<file path="config.mk">
export PLATFORM = sky130hd
export DESIGN_NAME = witness_player
export DESIGN_NICKNAME = d
export VERILOG_FILES = /design/src/rtl/witness_player.sv
export SDC_FILE = /design/constraint.sdc
export NUM_CORES = 1
export LEC_CHECK = 0
export BUFFER_PORTS_ARGS = -buffer_cell sky130_fd_sc_hd__clkbuf_2
export CORE_UTILIZATION = 55
export DETAILED_ROUTE_END_ITERATION = 16
export HOLD_SLACK_MARGIN = 0.15
export PLACE_DENSITY_LB_ADDON = 0.1
export SLEW_MARGIN = 20
export SYNTH_ARGS = -nofsm -noshare
export SYNTH_HDL_FRONTEND = slang
export SYNTH_SLANG_ARGS = --single-unit
</file>
<file path="constraint.sdc">
create_clock -name clock -period 2.5 [get_ports clock]
set_input_delay 0.125 -clock clock [delete_from_list [all_inputs] [get_ports clock]]
set_output_delay 0.125 -clock clock [all_outputs]
set_load 0.01 [all_outputs]
</file>
<file path="src/rtl/witness_player.sv">
// witness_player: replays a stored input witness into a design under check and
// reports whether and at which step its target flag fired. Looping replay: WITNESS_LOOP_EN.
module witness_player #(
  parameter int DEPTH   = 64,
  parameter int IW      = 1,
  parameter int CW      = 7,
  parameter int TIMEOUT = 100000
) (
  input  logic          clock,
  input  logic          reset_n,
  input  logic          load_valid,
  input  logic [IW-1:0] load_data,
  output logic          load_ready,
  input  logic          flush,
  input  logic          start,
  input  logic          clear,
  input  logic          target,
  output logic [IW-1:0] drive,
  output logic          busy,
  output logic          done,
  output logic          hit,
  output logic [CW-1:0] steps,
  output logic [CW-1:0] len,
  output logic          overflow,
  output logic          timed_out,
  output logic [1:0]    state_dbg
);

  localparam int AW = (DEPTH > 1) ? $clog2(DEPTH) : 1;

  localparam logic [1:0] S_IDLE = 2'd0;
  localparam logic [1:0] S_RUN  = 2'd1;
  localparam logic [1:0] S_DONE = 2'd2;

  logic [1:0]    state;
  logic [IW-1:0] mem [DEPTH];
  logic [CW-1:0] k;
  logic [CW-1:0] k_nxt;
  logic [CW-1:0] len_upd;
  logic [IW-1:0] first_word;
  logic          store;
  logic          tmo;

  // Load handshake: a word transfers on a posedge with load_valid && load_ready;
  // load_valid while IDLE with storage full drops the word and sets overflow.
  assign load_ready = (state == S_IDLE) && (len < CW'(DEPTH));
  assign store      = load_valid && load_ready && !flush;
  assign k_nxt      = k + CW'(1);
  assign len_upd    = flush ? '0 : (store ? len + CW'(1) : len);
  assign state_dbg  = state;

  // A word stored in the same cycle as start can be the first word replayed.
  always_comb begin
    first_word = mem[0];
    if (len_upd == '0)
      first_word = '0;
    else if (store && (len == '0))
      first_word = load_data;
  end

  always_ff @(posedge clock) begin
    if (store) mem[len[AW-1:0]] <= load_data;
  end

`ifdef WITNESS_LOOP_EN
  logic [31:0] cyc;
  assign timed_out = tmo;
`else
  assign timed_out = 1'b0;
`endif

  always_ff @(posedge clock or negedge reset_n) begin
    if (!reset_n) begin
      state    <= S_IDLE;
      len      <= '0;
      k        <= '0;
      drive    <= '0;
      busy     <= 1'b0;
      done     <= 1'b0;
      hit      <= 1'b0;
      steps    <= '0;
      overflow <= 1'b0;
      tmo      <= 1'b0;
`ifdef WITNESS_LOOP_EN
      cyc      <= '0;
`endif
    end else begin
      case (state)
        S_IDLE: begin
          len <= len_upd;
          if (flush)
            overflow <= 1'b0;
          else if (load_valid && !load_ready)
            overflow <= 1'b1;
          if (start) begin
            state <= S_RUN;
            k     <= '0;
            drive <= first_word;
            busy  <= 1'b1;
`ifdef WITNESS_LOOP_EN
            cyc   <= '0;
`endif
          end
        end
        S_RUN: begin
`ifdef WITNESS_LOOP_EN
          cyc <= cyc + 32'd1;
`endif
          if (target) begin
            state <= S_DONE;
            busy  <= 1'b0;
            done  <= 1'b1;
            drive <= '0;
            hit   <= 1'b1;
            steps <= k;
          end
`ifdef WITNESS_LOOP_EN
          else if (cyc == 32'(TIMEOUT - 1)) begin
            state <= S_DONE;
            busy  <= 1'b0;
            done  <= 1'b1;
            drive <= '0;
            hit   <= 1'b0;
            steps <= k;
            tmo   <= 1'b1;
          end else if ((k == len) && (len != '0)) begin
            k     <= '0;
            drive <= mem[0];
          end
`endif
          else if (k == len) begin
            state <= S_DONE;
            busy  <= 1'b0;
            done  <= 1'b1;
            drive <= '0;
            hit   <= 1'b0;
            steps <= len;
          end else begin
            k     <= k_nxt;
            drive <= (k_nxt < len) ? mem[k_nxt[AW-1:0]] : '0;
          end
        end
        S_DONE: begin
          if (clear) begin
            state <= S_IDLE;
            done  <= 1'b0;
            hit   <= 1'b0;
            tmo   <= 1'b0;
          end
        end
        default: state <= S_IDLE;
      endcase
    end
  end

endmodule
</file>
==> After elaboration in Yosys (flattened, before gate mapping) <==
Memories as Yosys holds them, arrays and structs flattened.
Cells that the tools add are included.
{ "op_classes": {"add_sub_neg": 2, "n_lt_le_gt_ge": 2, "eq_ne": 8, "muxes": 34, "n_reduce_logical": 21} }
{ "ops": {"columns": ["op", "count"], "rows": [
  ["two-way mux 7 bit", 7],
  ["two-way mux 1 bit", 17],
  ["adder 7 x 1 -> 7 bit, second input constant", 2],
  ["logical NOT 7 bit", 2],
  ["case mux 7 bit (2 select lines)", 1],
  ["AND reduction 3 bit", 3],
  ["two-way mux 2 bit", 4],
  ["!= test 2 bit, second input constant", 4],
  ["case mux 1 bit (2 select lines)", 4],
  ["nonzero test 2 bit", 4],
  ["== test 7 bit", 1],
  ["< comparator 7 bit", 1],
  ["< comparator 7 bit, second input constant", 1],
  ["case mux 2 bit (3 select lines)", 1],
  ["AND reduction 2 bit", 3],
  ["logical AND 1 bit", 5],
  ["AND reduction 4 bit", 1],
  ["!= test 3 bit, second input constant", 1],
  ["== test 2 x 1 -> 1 bit, second input constant", 1],
  ["== test 2 bit, second input constant", 1],
  ["logical NOT 1 bit", 2],
  ["logical NOT 2 bit", 1]
]} }
{ "word_totals": {"ff_bits": 28, "ram_bits": 64, "in_bits": 8, "out_inout_bits": 23, "n_memories": 1} }
{ "memory_table": {"columns": ["name", "depth", "width", "read_ports", "rd_ports_with_merged_regs", "wr", "line", "source"], "rows": [
  ["mem", 64, 1, 2, 0, 1, "36", "logic [IW-1:0] mem [DEPTH];"]
]} }

==> Depth between registers and ports, before layout <==
Gate-level depths: netlist (run 1).
{ "depth": {"word_depth": 10, "ltp_mapped": 11, "mapped_depth_nobuf": 10} }

==> Worst setup path before layout (run 1) <==
Ideal clock, no wire load.
{ "synth_path": {"path_type": "register -> register", "startpoint": "reg k[1]", "endpoint": "reg drive", "arrival_ps": 2433, "path_slack_ps": -36, "stages_incl_launch_ff": 11, "path_cell_list": "dfrtp_1 > ha_1 > xnor2_2 > inv_1 > ha_1 > nor2b_1 > a221oi_1 > o21ai_1 > a21oi_1 > nor2b_1 > o41ai_2"} }
{ "synth_via": {"elab_chain_len": 6} }
{ "synth_lines": {"columns": ["item", "line", "source"], "rows": [
  ["start, declared", "37", "logic [CW-1:0] k;"],
  ["start signal, assigned", "139", "k <= k_nxt;"],
  ["adder 7 x 1 -> 7 bit", "48", "assign k_nxt = k + CW'(1);"],
  ["memory read (64 x 1 bit) or < comparator 7 bit (tied branches)", null, null],
  ["two-way mux 1 bit", "140", "drive <= (k_nxt < len) ? mem[k_nxt[AW-1:0]] : '0;"],
  ["two-way mux 1 bit *", "131", "else if (k == len) begin"],
  ["two-way mux 1 bit *", "109", "if (target) begin"],
  ["case mux 1 bit (2 select lines) *", "88", "case (state)"],
  ["end signal, assigned", "98", "drive <= first_word;"],
  ["end signal, assigned", "140", null],
  ["end, declared", "18", "output logic [IW-1:0] drive,"]
]} }
Every way passes the cells marked *; elsewhere a longest branch is shown, timed or not.
A chain may end at the register's enable or synchronous reset.

==> Worst setup path in the final report (run 1) <==
{ "layout_path": {"startpoint": "reg k[0]", "endpoint": "reg drive"} }
Same word-level chain as after synthesis.

==> results of run 1 <==
==> worst reg2reg max path: cells and delay by family, from the launching register on <==
kind	cells	cell delay, ps
DFF	1	450
muxes	2	800
AOI/OAI and AO/OA	3	460
xor gates and xnor gates	1	210
buffers and inverters	1	170
adders and majority gates	1	190
==> routing by layer <==
layer  vias up  track usage [%]  part of all wire [%]
met5         -                0                     0
met1      1708             37.3                    46
li1       1644                -                     -
met4         0             9.47                   1.5
met3        14             3.99                   4.9
met2        96             41.0                    48
==> cell families after synthesis <==
family | synth area share (%)
flip-flops | 54.8
other | 0.0784
adder cells (fa/ha/maj) | 2.61
buffers and inverters | 3.66
AO/OA/AOI/OAI | 8.37
XOR/XNOR | 2.35
multiplexers | 11.9
AND/OR/NAND/NOR | 16.2
==> cell usage after synthesis, drive strengths merged (2+ instances only) <==
library cell,instances
and3,3
inv,14
buf,5
clkbuf,23
nand2b,4
and2,4
nor2b,6
a221oi,2
ha,10
nand4,3
mux2,4
nor2,85
mux4,14
a21o,3
nor3,7
o21ai,21
a2111oi,2
edfxtp,64
nor4b,2
dfrtp,28
nand2,27
mux2i,21
nand3,16
nor4,3
nor3b,3
xnor2,3
xor2,9
a21oi,15
or3,3
a31oi,3
nand3b,2
==> power by group <==
group / internal (uW) / switching [uW] / total, uW
registers: 1770 / 168 / 1940
logic: 698 / 867 / 1560
clock network: 375 / 558 / 932
==> layout by cell type, fill, tap and decap left out, types with 3 or more instances in the layout <==
| cell type | netlist | routed |
|---|---|---|
| nor2_1 | 85 | 85 |
| edfxtp_1 | 64 | 64 |
| buf_4 | 1 | 33 |
| clkbuf_2 | 0 | 29 |
| nand2_1 | 27 | 27 |
| dfrtp_1 | 28 | 27 |
| mux2i_1 | 21 | 21 |
| nand3_1 | 16 | 16 |
| a21oi_1 | 15 | 15 |
| o21ai_0 | 15 | 15 |
| inv_1 | 14 | 14 |
| mux4_2 | 14 | 14 |
| xor2_1 | 9 | 9 |
| ha_1 | 10 | 9 |
| clkbuf_8 | 0 | 9 |
| nor3_1 | 7 | 7 |
| nor2b_1 | 6 | 6 |
| o21ai_1 | 6 | 6 |
| nand2b_1 | 4 | 4 |
| mux2_2 | 4 | 4 |
| and3_1 | 3 | 3 |
| and2_1 | 3 | 3 |
| nand4_1 | 3 | 3 |
| or3_1 | 3 | 3 |
| nor3b_1 | 3 | 3 |
| a31oi_1 | 3 | 3 |
| a21o_1 | 3 | 3 |
| clkinv_4 | 0 | 3 |
| dlygate4sd3_1 | 0 | 3 |
==> cell type report <==
cell class,count,area [um2],share of cell area (%)
tap,105,131,2.40
clock buffer,9,124,2.26
timing repair buffer,67,463,8.45
inverter,15,56.3,1.03
clock inverter,7,62.6,1.14
sequential,92,2620,47.9
multi-input combinational,293,2020,36.8
==> sequential cells by signal, summed over array words and instances, names as in the netlist <==
name	count
done	1
drive	1
hit	1
k	7
state_dbg	2
busy	1
len	7
steps	7
overflow	1
mem	64
==> through the flow <==
step	area [um2]	setup WS, ps	utilization, %	std cells	hold slack, ps
after global routing	5480	19.8	66.0	588	235
final	5480	121	66.0	588	185
after floorplan	4800	78.6	-	428	-171
after detailed placement	5240	17.0	63.1	568	220
after CTS	5450	20.7	65.7	587	192
after global placement	5240	150	63.1	568	208
==> timing repair <==
item / in CTS / in global routing
setup buffers: 0 / 1
hold buffers: 3 / 0
gates resized for setup: 0 / 4
endpoints found under the hold margin: 32 / 0
setup endpoints to repair: 0 / 1
==> path summary, 6_finish.rpt <==
check,from,to,cells after the start
max,k[0]$_DFFE_PN0P_,drive$_DFFE_PN0P_,8
min in group asynchronous,reset_n,done$_DFFE_PN0P_,2
min,start,drive$_DFFE_PN0P_,4
max in group asynchronous,reset_n,k[0]$_DFFE_PN0P_,2
max reg2reg,k[0]$_DFFE_PN0P_,drive$_DFFE_PN0P_,8
min reg2reg,done$_DFFE_PN0P_,done$_DFFE_PN0P_,2
==> run metrics, run 1 <==
HPWL after DPL=7570 um; largest net degree at the start of global routing=34; die width=95.3 um; vias in the first global route=3339; Synth warnings=0; CTS tree=done; peak supply drop=0.000505 V; Clock Path Buffers=2; CP arrival=2640 ps; Clock H-tree levels=3; reg2reg setup slack=120 ps; Die Ht=95.3 um; routed length per instance=18.3 um; Fillers=648; CP max FO=4; total CTS buffers=9; fin crit period=2380 ps; cell area after synthesis=0.00479 mm2; Pleak=0.00211 uW; Seq/Total Area, Yosys=54.8%; Required @ worst endpoint=2760 ps; root buf cell=clkbuf_8; core area=0.00830 mm2; Area contributors post-synth=edfxtp_1, dfrtp_1, nor2_1; Worst setup EP type=flip-flop; Worst path slowest cell=mux4_2; max_slew headroom=51.7%; pwr dens=809 mW/mm2; share of layout cells above drive strength 1=21.7%; antenna violations before repair=0; Setup CP Type=reg -> reg; vias post-DR=3462; max frequency=0.420 GHz; MaxCap Viol Count=0; Final period util=95.2%; FFs w/ async S/R, synth=30.4%; Hold Path Class=in -> reg; NumNets Final=496; # DRC=0; critical path cell sequence=ha_4 -> xnor2_4 -> buf_4 -> mux4_2 -> mux2_2 -> o21ai_1 -> a32oi_2 -> o41ai_2; Main synth FF type=edfxtp_1; number of I/O port buffers=29; final clock skew=8.34 ps; clock-pin slew on the worst setup and hold paths=90 ps; Slew Limit Fails=0; GRT Total Usage=26.2%; post-synth top area cell=edfxtp_1; Cells after Synth=428; crit path launch type=flip-flop; area added between synthesis and finish=14.5%; Total Routed Length=10700 um; post-synthesis register bit count=92; setup tns final=0 ps; FP Rows=33; first-pass GRT wire length=17200 um; Routed Antenna Nets=0; via density per instance=5.89; Ports=31; count of cell types in the netlist=57; Avg Inst Size Synth=11.2 um2; Initial DRC Count=222; unrepaired setup endpoints after global routing=false; Syn Nets=446; Clk Latency, worst-skew pair=370 ps; number of hold violations in the final report=0; final setup fails=0; drt first pass iters=5; RD Place Congestion=0.905; CP max stage delay=510 ps; Antenna Cells=0; Die ar.=0.00908 mm2; status=completed; Post-synth EDFFs=64; Worst Max-Slew Pin Slew=725 ps; Bufs and invs on worst path=1; clock sinks=92; Initial Utilization=57.7%; Power Total=4440 uW; share of the synthesized area in the top cell type=40.2%; grt ovf=0; cell family contributing the most delay on the critical path=multiplexers
Power figures use the tool's default switching activity.
==> inputs of run 2 (changes only) <==
--- a/config.mk
+++ b/config.mk
@@ -5,6 +5,7 @@
 export SDC_FILE = /design/constraint.sdc
 export NUM_CORES = 1
 export LEC_CHECK = 0
+export ABC_AREA = 1
 export BUFFER_PORTS_ARGS = -buffer_cell sky130_fd_sc_hd__clkbuf_2
 export CORE_UTILIZATION = 55
 export DETAILED_ROUTE_END_ITERATION = 16
==> run metrics, run 2 <==
status=completed; cell family contributing the most delay on the critical path=simple AND/OR/NAND/NOR gates; MaxCap Viol Count=0; Bufs and invs on worst path=2; critical path cell sequence=buf_4 -> nand4_1 -> or2_2 -> xor2_4 -> inv_1 -> ha_1 -> nand2_1 -> nor2_1 -> nor2_1 -> nand2_1 -> nor2_1 -> nand3_1 -> a21oi_2; FFs w/ async S/R, synth=30.4%; RD Place Congestion=0.913; drt first pass iters=7; Initial Utilization=57.4%; register area=0.00263 mm2; most common cell in the netlist=nand2_1; cell area after synthesis=0.00474 mm2; fin crit period=2350 ps; total CTS buffers=9; Logic pwr share=39.7%; WHS Path Cells=5; HPWL after DPL=8100 um; cell count along the critical path=13; Cells after Synth=536; Routed Antenna Nets=0; largest net degree at the start of global routing=65; final setup fails=0; Ports=31; area added between synthesis and finish=13.7%; Worst path slowest cell=dfrtp_2; vias in the first global route=3666; min-delay src=load_valid; max frequency=0.425 GHz; peak supply drop=0.000520 V; CP arrival=2660 ps; Clock H-tree levels=3; count of cell types in the netlist=36; grt ovf=0; Internal=3170 uW; FP Rows=33; Post-synth top cells=nand2_1, nand3_1, nor2_1; max reg flops=64; post-synthesis register bit count=92; footprint of the multi-input gates=0.00191 mm2; Seq/Total Area, Yosys=55.3%; clock network fraction of total power=22.6%; number of hold violations in the final report=0; Total Routed Length=12400 um; crit path launch type=flip-flop; GRT Total Usage=28.9%; final cell count without fillers=692; Avg Inst Size Synth=8.84 um2; reg2reg setup slack=150 ps; Die Ht=94.8 um; switching share of power=39.3%; via density per instance=5.89; Die ar.=0.00899 mm2; Final period util=94.0%; Synth warnings=0; max_slew headroom=51.4%; CP max stage delay=440 ps; reg2reg end=drive$_DFFE_PN0P_; Net Sw Power=2050 uW; Clk Latency, worst-skew pair=370 ps; Required @ worst endpoint=2810 ps; # DRC=0; Area contributors post-synth=edfxtp_1, dfrtp_1, nand2_1; Hold Path Class=in -> reg; setup tns final=0 ps; Pleak=0.00218 uW; Seq pwr share=37.7%; Post-synth EDFFs=64; Hold Crit Endpoint=overflow$_DFFE_PN0P_; most used cell, CP=nor2_1; Critical R2R Launch=k[1]$_DFFE_PN0P_; worst reg-to-reg path cell count=13; vias post-DR=4073; Slew Limit Fails=0; commonest non-fill, non-tap cell in the layout=nand2_1; clock sinks=92; share of the synthesized area in the top cell type=40.6%; dpl ws=109 ps; Worst Max-Slew Pin Slew=728 ps; clock-pin slew on the worst setup and hold paths=90 ps; Setup CP Type=reg -> reg; number of I/O port buffers=29; final setup margin=149 ps; core area=0.00826 mm2; root buf cell=clkbuf_8; Main synth FF type=edfxtp_1; first-pass GRT wire length=19000 um; Antenna Cells=0; NumNets Final=600; antenna violations before repair=0; share of layout cells above drive strength 1=15.8%; die width=94.8 um; CTS tree=done; Worst setup EP type=flip-flop; commonest cells after routing, fill and taps aside=nand2_1, nand3_1, nor2_1; Syn Nets=554; post-synth top area cell=edfxtp_1; Clock Path Buffers=2; routed length per instance=18.0 um; final clock skew=6.23 ps; Initial DRC Count=360; Fillers=720; pwr dens=971 mW/mm2; CP max FO=5; placed cells=667
[run 2: cell types whose count changed after synthesis, sizes merged, moves of 9 or more]
cell,change
nand2,+115
nand3,+74
inv,+21
mux2i,-21
clkbuf,-18
mux4,-14
o21ai,-11
buf,+9
[run 2: layout make-up]
class | count | area share [%]
repair buffers | 54 | 6.41
clock inverters | 6 | 1.91
flip-flops and latches | 92 | 48.7
multi-input cells | 388 | 35.5
inverters | 37 | 2.63
well taps | 105 | 2.44
clock buffers | 10 | 2.37
[run 2: worst max path at each step]
stage / endpoint / startpoint / slack, ps
floorplan: drive$_DFFE_PN0P_ / k[1]$_DFFE_PN0P_ / 420
global placement: drive$_DFFE_PN0P_ / k[1]$_DFFE_PN0P_ / 260
detailed placement: drive$_DFFE_PN0P_ / k[2]$_DFFE_PN0P_ / 110
CTS: drive$_DFFE_PN0P_ / k[2]$_DFFE_PN0P_ / 80
global route: drive$_DFFE_PN0P_ / k[1]$_DFFE_PN0P_ / -4
finish: drive$_DFFE_PN0P_ / k[1]$_DFFE_PN0P_ / 150
[run 2: worst reg2reg max path, stage by stage (launching register included)]
cell	delay, ps
dfrtp_2	440
buf_4	140
nand4_1	110
or2_2	340
xor2_4	210
inv_1	120
ha_1	290
nand2_1	90
nor2_1	50
nor2_1	90
nand2_1	70
nor2_1	130
nand3_1	100
a21oi_2	120
[run 2: repair_timing]
action	4_1_cts	5_1_grt
gates resized for setup	0	12
setup buffers	0	4
endpoints found under the setup margin	0	1
hold buffers	5	0
hold endpoints to repair	40	0
[run 2: power by group through the flow]
| stage | Combinational, uW | Clock [uW] | Sequential (uW) |
|---|---|---|---|
| floorplan | 1340 | 0 | 2030 |
| global placement | 1970 | 0 | 2000 |
| detailed placement | 2000 | 0 | 2000 |
| CTS | 2010 | 1190 | 1970 |
| global route | 2290 | 1250 | 2000 |
| finish | 2070 | 1180 | 1970 |
[run 2: logic make-up (layout without fill, tap and decap cells)]
group           count (synthesis)  in the layout  share of synthesized area (%)
flops                          92             92                           55.3
fa+ha+maj                      10             10                           2.64
simple gates                  340            340                           31.6
xor+xnor                        4              4                          0.739
buf+inv                        56            107                           5.36
compound gates                 33             33                           4.20
other cells                     1              1                         0.0791
[run 2: through the flow]
step	util, %	hold slack [ps]	total power (uW)	instance area, um2
5_1_grt	65.2	259	5540	5390
2_1_floorplan	-	-171	3370	4740
3_3_place_gp	60.8	201	3960	5020
4_1_cts	64.2	175	5180	5300
3_5_place_dp	60.8	224	4000	5020
6_report	65.2	187	5230	5390
[run 2: layer usage]
metal	GRT usage [%]	wire length [um]
met3	4.75	998
met1	42.5	5410
met2	43.0	5710
met5	0	0
met4	10.2	329
